### src/rtl/drum_ctrl_pkg.sv
// Shared types for the drum relay controller: state and direction encodings, latched target, width helper.
// Latency: n/a (types and constant functions only).
// Backpressure: n/a.
package my_types;

    // The state encoding is visible to the MCU through state_o, so the values are fixed here.
    typedef enum logic [2:0] {
        ST_IDLE   = 3'd0,
        ST_RUN    = 3'd1,
        ST_DEAD   = 3'd2,
        ST_SETTLE = 3'd3,
        ST_FAULT  = 3'd4
    } state_e;

    // Command direction codes.  The spare code 11 means stop as well.
    typedef enum logic [1:0] {
        DIR_STOP     = 2'b00,
        DIR_FWD      = 2'b01,
        DIR_REV      = 2'b10,
        DIR_STOP_ALT = 2'b11
    } dir_e;

    localparam int VEL_W = 3;

    // Direction and velocity that the controller is working towards.
    typedef struct packed {
        dir_e             dir;
        logic [VEL_W-1:0] vel;
    } target_t;

    // Number of bits needed to represent value (at least one).
    function automatic int GET_WIDTH(input int value);
        int w;
        w = 1;
        for (int i = 1; i < 32; i++) begin
            if ((value >> i) != 0) begin
                w = i + 1;
            end
        end
        return w;
    endfunction

    // Folds the spare direction code onto stop so the FSM only sees three directions.
    function automatic dir_e norm_dir(input logic [1:0] raw);
        dir_e d;
        if (raw == DIR_STOP_ALT) begin
            d = DIR_STOP;
        end else begin
            d = dir_e'(raw);
        end
        return d;
    endfunction

endpackage

### src/rtl/drum_ctrl_sync2.sv
// Two-flop synchronizer for one asynchronous pin, with the reset value chosen per instance.
// Latency: 2 clk from pin change to q.
// Backpressure: none; free-running.
module drum_sync2 #(
    parameter logic RST_VAL = 1'b0
) (
    input  logic clk,
    input  logic rst,
    input  logic d,
    output logic q
);

    logic meta_q;
    logic meta_d;
    logic sync_q;
    logic sync_d;

    // Next values of the chain: first stage samples the pin, second stage follows the first.
    always_comb begin
        meta_d = d;
        sync_d = meta_q;
    end

    // Chain registers.  Reset puts both stages at the pin's safe level so no fault is seen spuriously.
    always_ff @(posedge clk or posedge rst) begin
        if (rst) begin
            meta_q <= RST_VAL;
            sync_q <= RST_VAL;
        end else begin
            meta_q <= meta_d;
            sync_q <= sync_d;
        end
    end

    assign q = sync_q;

endmodule

### src/rtl/drum_ctrl.sv
// Drum relay sequencer: break-before-make direction relays, velocity settle, fault lockout.
// Latency: relay outputs change 1 clk after the deciding cycle; pin faults reach the relays in 3 clk.
// Backpressure: cmd_ready is low outside IDLE/RUN or while a fault condition is present.
module drum_ctrl #(
    parameter int DEAD_CYCLES   = 7_200_000,
    parameter int SETTLE_CYCLES = 3_600_000
) (
    input  logic       clk,
    input  logic       aclr,
    input  logic       cmd_valid,
    input  logic [1:0] cmd_dir,
    input  logic [2:0] cmd_vel,
    output logic       cmd_ready,
    input  logic       wire_break,
    input  logic       power_OK,
    input  logic       wb_ena,
    input  logic       fault_clr,
    output logic       drum_fwd,
    output logic       drum_rev,
    output logic [2:0] drum_vel,
    output logic       busy,
    output logic       fault,
    output logic [1:0] fault_cause,
    output logic [2:0] state_o
);

    import my_types::*;

    // DEAD_CYCLES and SETTLE_CYCLES must both be at least 2; the timer reload is N-1 and
    // a reload of zero would collapse the phase into a single cycle.
    localparam int TW_MAX = (DEAD_CYCLES > SETTLE_CYCLES) ? DEAD_CYCLES : SETTLE_CYCLES;
    localparam int TW     = GET_WIDTH(TW_MAX);

    localparam logic [TW-1:0] DEAD_LOAD   = TW'(DEAD_CYCLES - 1);
    localparam logic [TW-1:0] SETTLE_LOAD = TW'(SETTLE_CYCLES - 1);
    localparam logic [TW-1:0] TIMER_ONE   = TW'(1);

    state_e           state_q;
    state_e           state_d;
    logic [TW-1:0]    timer_q;
    logic [TW-1:0]    timer_d;
    target_t          target_q;
    target_t          target_d;
    logic             drum_fwd_q;
    logic             drum_fwd_d;
    logic             drum_rev_q;
    logic             drum_rev_d;
    logic [VEL_W-1:0] drum_vel_q;
    logic [VEL_W-1:0] drum_vel_d;
    logic [1:0]       fault_cause_q;
    logic [1:0]       fault_cause_d;

    logic       wire_break_s;
    logic       power_ok_s;
    logic [1:0] fault_vec;
    logic       fault_cond;
    logic       cmd_accept;
    logic       timer_zero;
    dir_e       cmd_dir_n;

    // Pin synchronizers: a broken wire idles low, a healthy supply idles high.
    drum_sync2 #(.RST_VAL(1'b0)) u_sync_wire_break (
        .clk (clk),
        .rst (aclr),
        .d   (wire_break),
        .q   (wire_break_s)
    );

    drum_sync2 #(.RST_VAL(1'b1)) u_sync_power_ok (
        .clk (clk),
        .rst (aclr),
        .d   (power_OK),
        .q   (power_ok_s)
    );

    // Fault sources in fault_cause bit order, plus handshake and timer status.
    always_comb begin
        fault_vec  = {~power_ok_s, wire_break_s & wb_ena};
        fault_cond = |fault_vec;
        cmd_dir_n  = norm_dir(cmd_dir);
        cmd_ready  = ((state_q == ST_IDLE) || (state_q == ST_RUN)) && !fault_cond;
        cmd_accept = cmd_valid && cmd_ready;
        timer_zero = (timer_q == '0);
    end

    // State register together with the registered relay outputs and sticky fault cause.
    always_ff @(posedge clk or posedge aclr) begin
        if (aclr) begin
            state_q       <= ST_IDLE;
            timer_q       <= '0;
            target_q      <= '{dir: DIR_STOP, vel: '0};
            drum_fwd_q    <= 1'b0;
            drum_rev_q    <= 1'b0;
            drum_vel_q    <= '0;
            fault_cause_q <= '0;
        end else begin
            state_q       <= state_d;
            timer_q       <= timer_d;
            target_q      <= target_d;
            drum_fwd_q    <= drum_fwd_d;
            drum_rev_q    <= drum_rev_d;
            drum_vel_q    <= drum_vel_d;
            fault_cause_q <= fault_cause_d;
        end
    end

    // Next-state logic: command decode, phase timer, fault entry and acknowledge.
    always_comb begin
        state_d  = state_q;
        target_d = target_q;
        timer_d  = timer_zero ? '0 : (timer_q - TIMER_ONE);

        if (fault_cond && (state_q != ST_FAULT)) begin
            // Fault wins over any command presented in the same cycle.
            state_d      = ST_FAULT;
            target_d.dir = DIR_STOP;
            target_d.vel = '0;
            timer_d      = '0;
        end else begin
            case (state_q)
                ST_IDLE: begin
                    if (cmd_accept) begin
                        target_d.dir = cmd_dir_n;
                        target_d.vel = cmd_vel;
                        if (cmd_dir_n != DIR_STOP) begin
                            state_d = ST_SETTLE;
                            timer_d = SETTLE_LOAD;
                        end
                    end
                end
                ST_RUN: begin
                    if (cmd_accept) begin
                        target_d.dir = cmd_dir_n;
                        target_d.vel = cmd_vel;
                        if (cmd_dir_n == target_q.dir) begin
                            // Same direction: only a velocity change needs a settle phase.
                            if (cmd_vel != target_q.vel) begin
                                state_d = ST_SETTLE;
                                timer_d = SETTLE_LOAD;
                            end
                        end else begin
                            // Reversal or stop: open the direction relay and wait out the dead time.
                            state_d = ST_DEAD;
                            timer_d = DEAD_LOAD;
                        end
                    end
                end
                ST_DEAD: begin
                    if (timer_zero) begin
                        if (target_q.dir == DIR_STOP) begin
                            state_d = ST_IDLE;
                        end else begin
                            state_d = ST_SETTLE;
                            timer_d = SETTLE_LOAD;
                        end
                    end
                end
                ST_SETTLE: begin
                    if (timer_zero) begin
                        state_d = ST_RUN;
                    end
                end
                ST_FAULT: begin
                    if (fault_clr && !fault_cond) begin
                        state_d      = ST_DEAD;
                        timer_d      = DEAD_LOAD;
                        target_d.dir = DIR_STOP;
                        target_d.vel = '0;
                    end
                end
                default: begin
                    state_d = ST_IDLE;
                    timer_d = '0;
                end
            endcase
        end
    end

    // Output logic: relay next values keyed on the transition taken, so a direction relay
    // only ever closes on SETTLE->RUN, after the velocity relays have already moved.
    always_comb begin
        drum_fwd_d    = drum_fwd_q;
        drum_rev_d    = drum_rev_q;
        drum_vel_d    = drum_vel_q;
        fault_cause_d = fault_cause_q | fault_vec;

        if ((state_q != ST_FAULT) && (state_d == ST_FAULT)) begin
            drum_fwd_d = 1'b0;
            drum_rev_d = 1'b0;
            drum_vel_d = '0;
        end else if ((state_q == ST_FAULT) && (state_d == ST_DEAD)) begin
            fault_cause_d = '0;
        end else begin
            if ((state_d == ST_SETTLE) && (state_q != ST_SETTLE)) begin
                drum_vel_d = target_d.vel;
            end
            if ((state_q == ST_RUN) && (state_d == ST_DEAD)) begin
                drum_fwd_d = 1'b0;
                drum_rev_d = 1'b0;
            end
            if ((state_q == ST_DEAD) && (state_d == ST_IDLE)) begin
                drum_vel_d = '0;
            end
            if ((state_q == ST_SETTLE) && (state_d == ST_RUN)) begin
                drum_fwd_d = (target_q.dir == DIR_FWD);
                drum_rev_d = (target_q.dir == DIR_REV);
            end
        end

        drum_fwd    = drum_fwd_q;
        drum_rev    = drum_rev_q;
        drum_vel    = drum_vel_q;
        fault_cause = fault_cause_q;
        busy        = (state_q != ST_IDLE) && (state_q != ST_RUN);
        fault       = (state_q == ST_FAULT);
        state_o     = state_q;
    end

endmodule

### config.mk
export PLATFORM = sky130hd
export DESIGN_NAME = drum_ctrl
export DESIGN_NICKNAME = d
export VERILOG_FILES = /design/src/rtl/drum_ctrl_pkg.sv /design/src/rtl/drum_ctrl_sync2.sv /design/src/rtl/drum_ctrl.sv
export SDC_FILE = /design/constraint.sdc
export NUM_CORES = 1
export LEC_CHECK = 0
export CELL_PAD_IN_SITES_DETAIL_PLACEMENT = 1
export CELL_PAD_IN_SITES_GLOBAL_PLACEMENT = 2
export CORE_MARGIN = 1.5
export CORE_UTILIZATION = 38
export DETAILED_ROUTE_END_ITERATION = 10
export MAX_ROUTING_LAYER = met4
export PLACE_DENSITY_LB_ADDON = 0.1
export REMOVE_ABC_BUFFERS = 1
export SLEW_MARGIN = 20
export SYNTH_ARGS = -nofsm -noshare
export SYNTH_HDL_FRONTEND = slang
export SYNTH_SLANG_ARGS = --single-unit
### constraint.sdc
create_clock -name clk -period 7.2 [get_ports clk]
set_input_delay 1.44 -clock clk [delete_from_list [all_inputs] [get_ports clk]]
set_output_delay 1.44 -clock clk [all_outputs]
set_load 0.01 [all_outputs]
==> impl_metrics.yaml <==
pwr:
  internal-power_mw: 0.532
  p_seq_share_pct: 41.9
  p_comb_share_pct: 37.1
  power.leakage_nw: 1.19
  peakVddDrop_v: 0.000116
  power.density_nw_per_um2: 299
  swShare_pct: 37.7
  p_clk_share_pct: 21.1
  p_switching_mw: 0.322
sta:
  tns_ns: 0
  finClkSkew_ns: 0.00837
  maxSlewHeadroom_pct: 51.5
  worstMarginPinSlew_ns: 0.721
  hold_violations: 0
  rsz0062_at_grt: "false"
  period_share_pct: 58.9
  maxClockFrequency_mhz: 236
  slew_viol_final: 0
  hold-worst-slack_ns: 0.354
  min_period_ns: 4.24
  setup_viol: 0
synthesis:
  synth_edf_count: 0
  synth_seq_cells: 42
  synth.distinct_cells: 53
  async_flop_share_pct: 100
  avgSynthCellArea_um2: 9.45
  yosysSeqAreaShare_pct: 43.7
  synth_top_cell_area_share_pct: 41.6
  yosys_warnings: 0
  synth_area_leaders: "dfrtp_1, xor2_1, a21oi_1, o21ai_0, nor2_1"
  syn-cell-area_um2: 2410
  synth_top_area_cell: "dfrtp_1"
  yosysMostFrequentCell: "dfrtp_1"
  synth_common_cells: "dfrtp_1, nor2_1, a21oi_1, o21ai_0, nand2_1"
  synth_flop_cell: "dfrtp_1"
  syn_inst: 255
clocking:
  post_cts.repair.setup_buffers: 0
  clk_pin_slew_ns: 0.07
  cts_tree: "done"
  root_buffer: "clkbuf_8"
  htree_levels: 2
  hold_buffers: 0
  cts.sinks: 42
  clockBufferDepth: 2
  cts_made_buffers: 5
  insertion_delay_ns: 0.30
  cts.repair.resized: 0
finish:
  drive_above_1_share_pct: 8.42
  antenna_cells: 0
  layout-area-overhead-vs-synth_pct: 18.4
  fill_cells: 723
  layout.nets: 300
  stdcell_area_um2: 2850
  final_core_util_pct: 47.3
floorplan:
  die_area_um2: 6830
  die_h_um: 82.6
  start_util_pct: 40.0
  fp.dieW_um: 82.6
  core_um2: 6030
  fp-row-count: 28
  num_io_pins: 25
grt:
  grt_pass1_vias: 2116
  track_usage_pct: 22.1
  grt_pass1_wl_um: 10800
  grt.busiest_layer: "met2"
  met2_usage_pct: 38.1
  met1_usage_pct: 27.0
  grt_start_max_net_pins: 43
  use_met3_pct: 3.30
  grt_antenna_before_repair: 0
  grt_overflow_total: 0
route:
  drt-vias-per-instance: 5.68
  wl_per_cell_um: 18.0
  drt-initial-drc-count: 144
  ant_nets: 0
  drc_errors: 0
  drtPass1Iterations: 4
  vias: 2045
  wl_um: 6470
setup_path:
  start_kind: "input port"
  cp.arrival_ns: 2.80
  critPathCaptureType: "output pin"
  critical_path_class: "input port to output pin"
  cp_data_required_time_ns: 5.76
  path_max_fanout: 6
status:
  outcome: "completed"
job:
  max-cap-violations: 0
min_path:
  min_path_type: "register to register"
placement:
  place_area_um2: 2740
  portBuffers: 24
  dpl.hpwl_um: 4740
  place_congestion: 0.813
kinds of logic (layout without fill, tap and decap cells):
logic type | count (synthesis) | after routing | synth area share (%)
AND/OR/NAND/NOR | 88 | 88 | 19.4
AO/OA/AOI/OAI | 82 | 82 | 23.8
flip-flops | 42 | 42 | 43.7
XOR/XNOR | 22 | 22 | 8.00
buffers and inverters | 16 | 46 | 2.49
adder cells (fa/ha/maj) | 4 | 4 | 2.08
multiplexers | 1 | 1 | 0.416
critical path: stages:
cell,delay [ns]
clkdlybuf4s50_1,0.44
a21bo_2,0.26
nor2_1,0.12
clkdlybuf4s50_1,0.54
worst paths after layout:
| kind | from | end | cells past startpoint | slack, ns |
|---|---|---|---|---|
| worst max-delay path | wb_ena | cmd_ready | 4 | 2.96 |
| worst min-delay path | u_sync_wire_break.meta_q | u_sync_wire_break.q | 0 | 0.35 |
| worst max register to register | timer_q[0] | timer_q[6] | 8 | 4.27 |
| worst min register to register | u_sync_wire_break.meta_q | u_sync_wire_break.q | 0 | 0.35 |
| max in group asynchronous | aclr | timer_q[11] | 3 | 5.23 |
| min in group asynchronous | aclr | timer_q[0] | 3 | 1.57 |
flip-flops by register name, indices dropped and copies added (netlist names):
register                  count
drum_fwd                      1
drum_rev                      1
drum_vel                      3
fault_cause                   2
state_o                       3
target_q                      5
timer_q                      23
u_sync_power_ok.meta_q        1
u_sync_power_ok.q             1
u_sync_wire_break.meta_q      1
u_sync_wire_break.q           1
cell usage in the layout, fill, tap and decap left out, types with 4 or more instances in the layout:
| cell type | Yosys | routed |
|---|---|---|
| dfrtp_1 | 40 | 40 |
| nor2_1 | 25 | 25 |
| clkdlybuf4s50_1 | 0 | 24 |
| a21oi_1 | 19 | 19 |
| o21ai_0 | 19 | 19 |
| nand2_1 | 15 | 15 |
| xor2_1 | 12 | 12 |
| inv_1 | 12 | 11 |
| nor3_1 | 10 | 10 |
| xnor2_1 | 10 | 10 |
| clkbuf_8 | 0 | 8 |
| nand2b_1 | 7 | 7 |
| nor4_1 | 7 | 7 |
| a211oi_1 | 7 | 7 |
| nand3_1 | 5 | 5 |
| o21bai_1 | 4 | 4 |
| ha_1 | 4 | 4 |
per-stage QoR:
step                      setup slack, ns  cells  total power [mW]
after floorplan                      3.92    251             0.573
after global placement               2.97    352             0.671
after detailed placement             2.96    352             0.678
after CTS                            2.94    360             0.864
after global routing                 2.87    360             0.919
final                                2.96    360             0.854
per-layer routing:
layer	wire, µm	share of wire (%)
met1	2920	45
met4	75	1.2
met3	185	2.9
met5	0	0
met2	3290	51
power groups by stage:
stage	combinational (mW)	sequential, mW	clock [mW]
floorplan	0.223	0.350	0
global placement	0.312	0.360	0
detailed placement	0.316	0.363	0
CTS	0.319	0.358	0.186
global route	0.356	0.368	0.195
finish	0.316	0.358	0.180
area by class of cell:
| type | instances | area (µm²) | area share, % |
|---|---|---|---|
| Multi-Input combinational cell | 197 | 1290 | 45.4 |
| Timing Repair Buffer | 26 | 255 | 8.95 |
| Sequential cell | 42 | 1050 | 36.9 |
| Inverter | 12 | 45.0 | 1.58 |
| Tap cell | 75 | 93.8 | 3.29 |
| Clock buffer | 8 | 110 | 3.86 |
No activity file was read; power rests on OpenSTA's default activity.
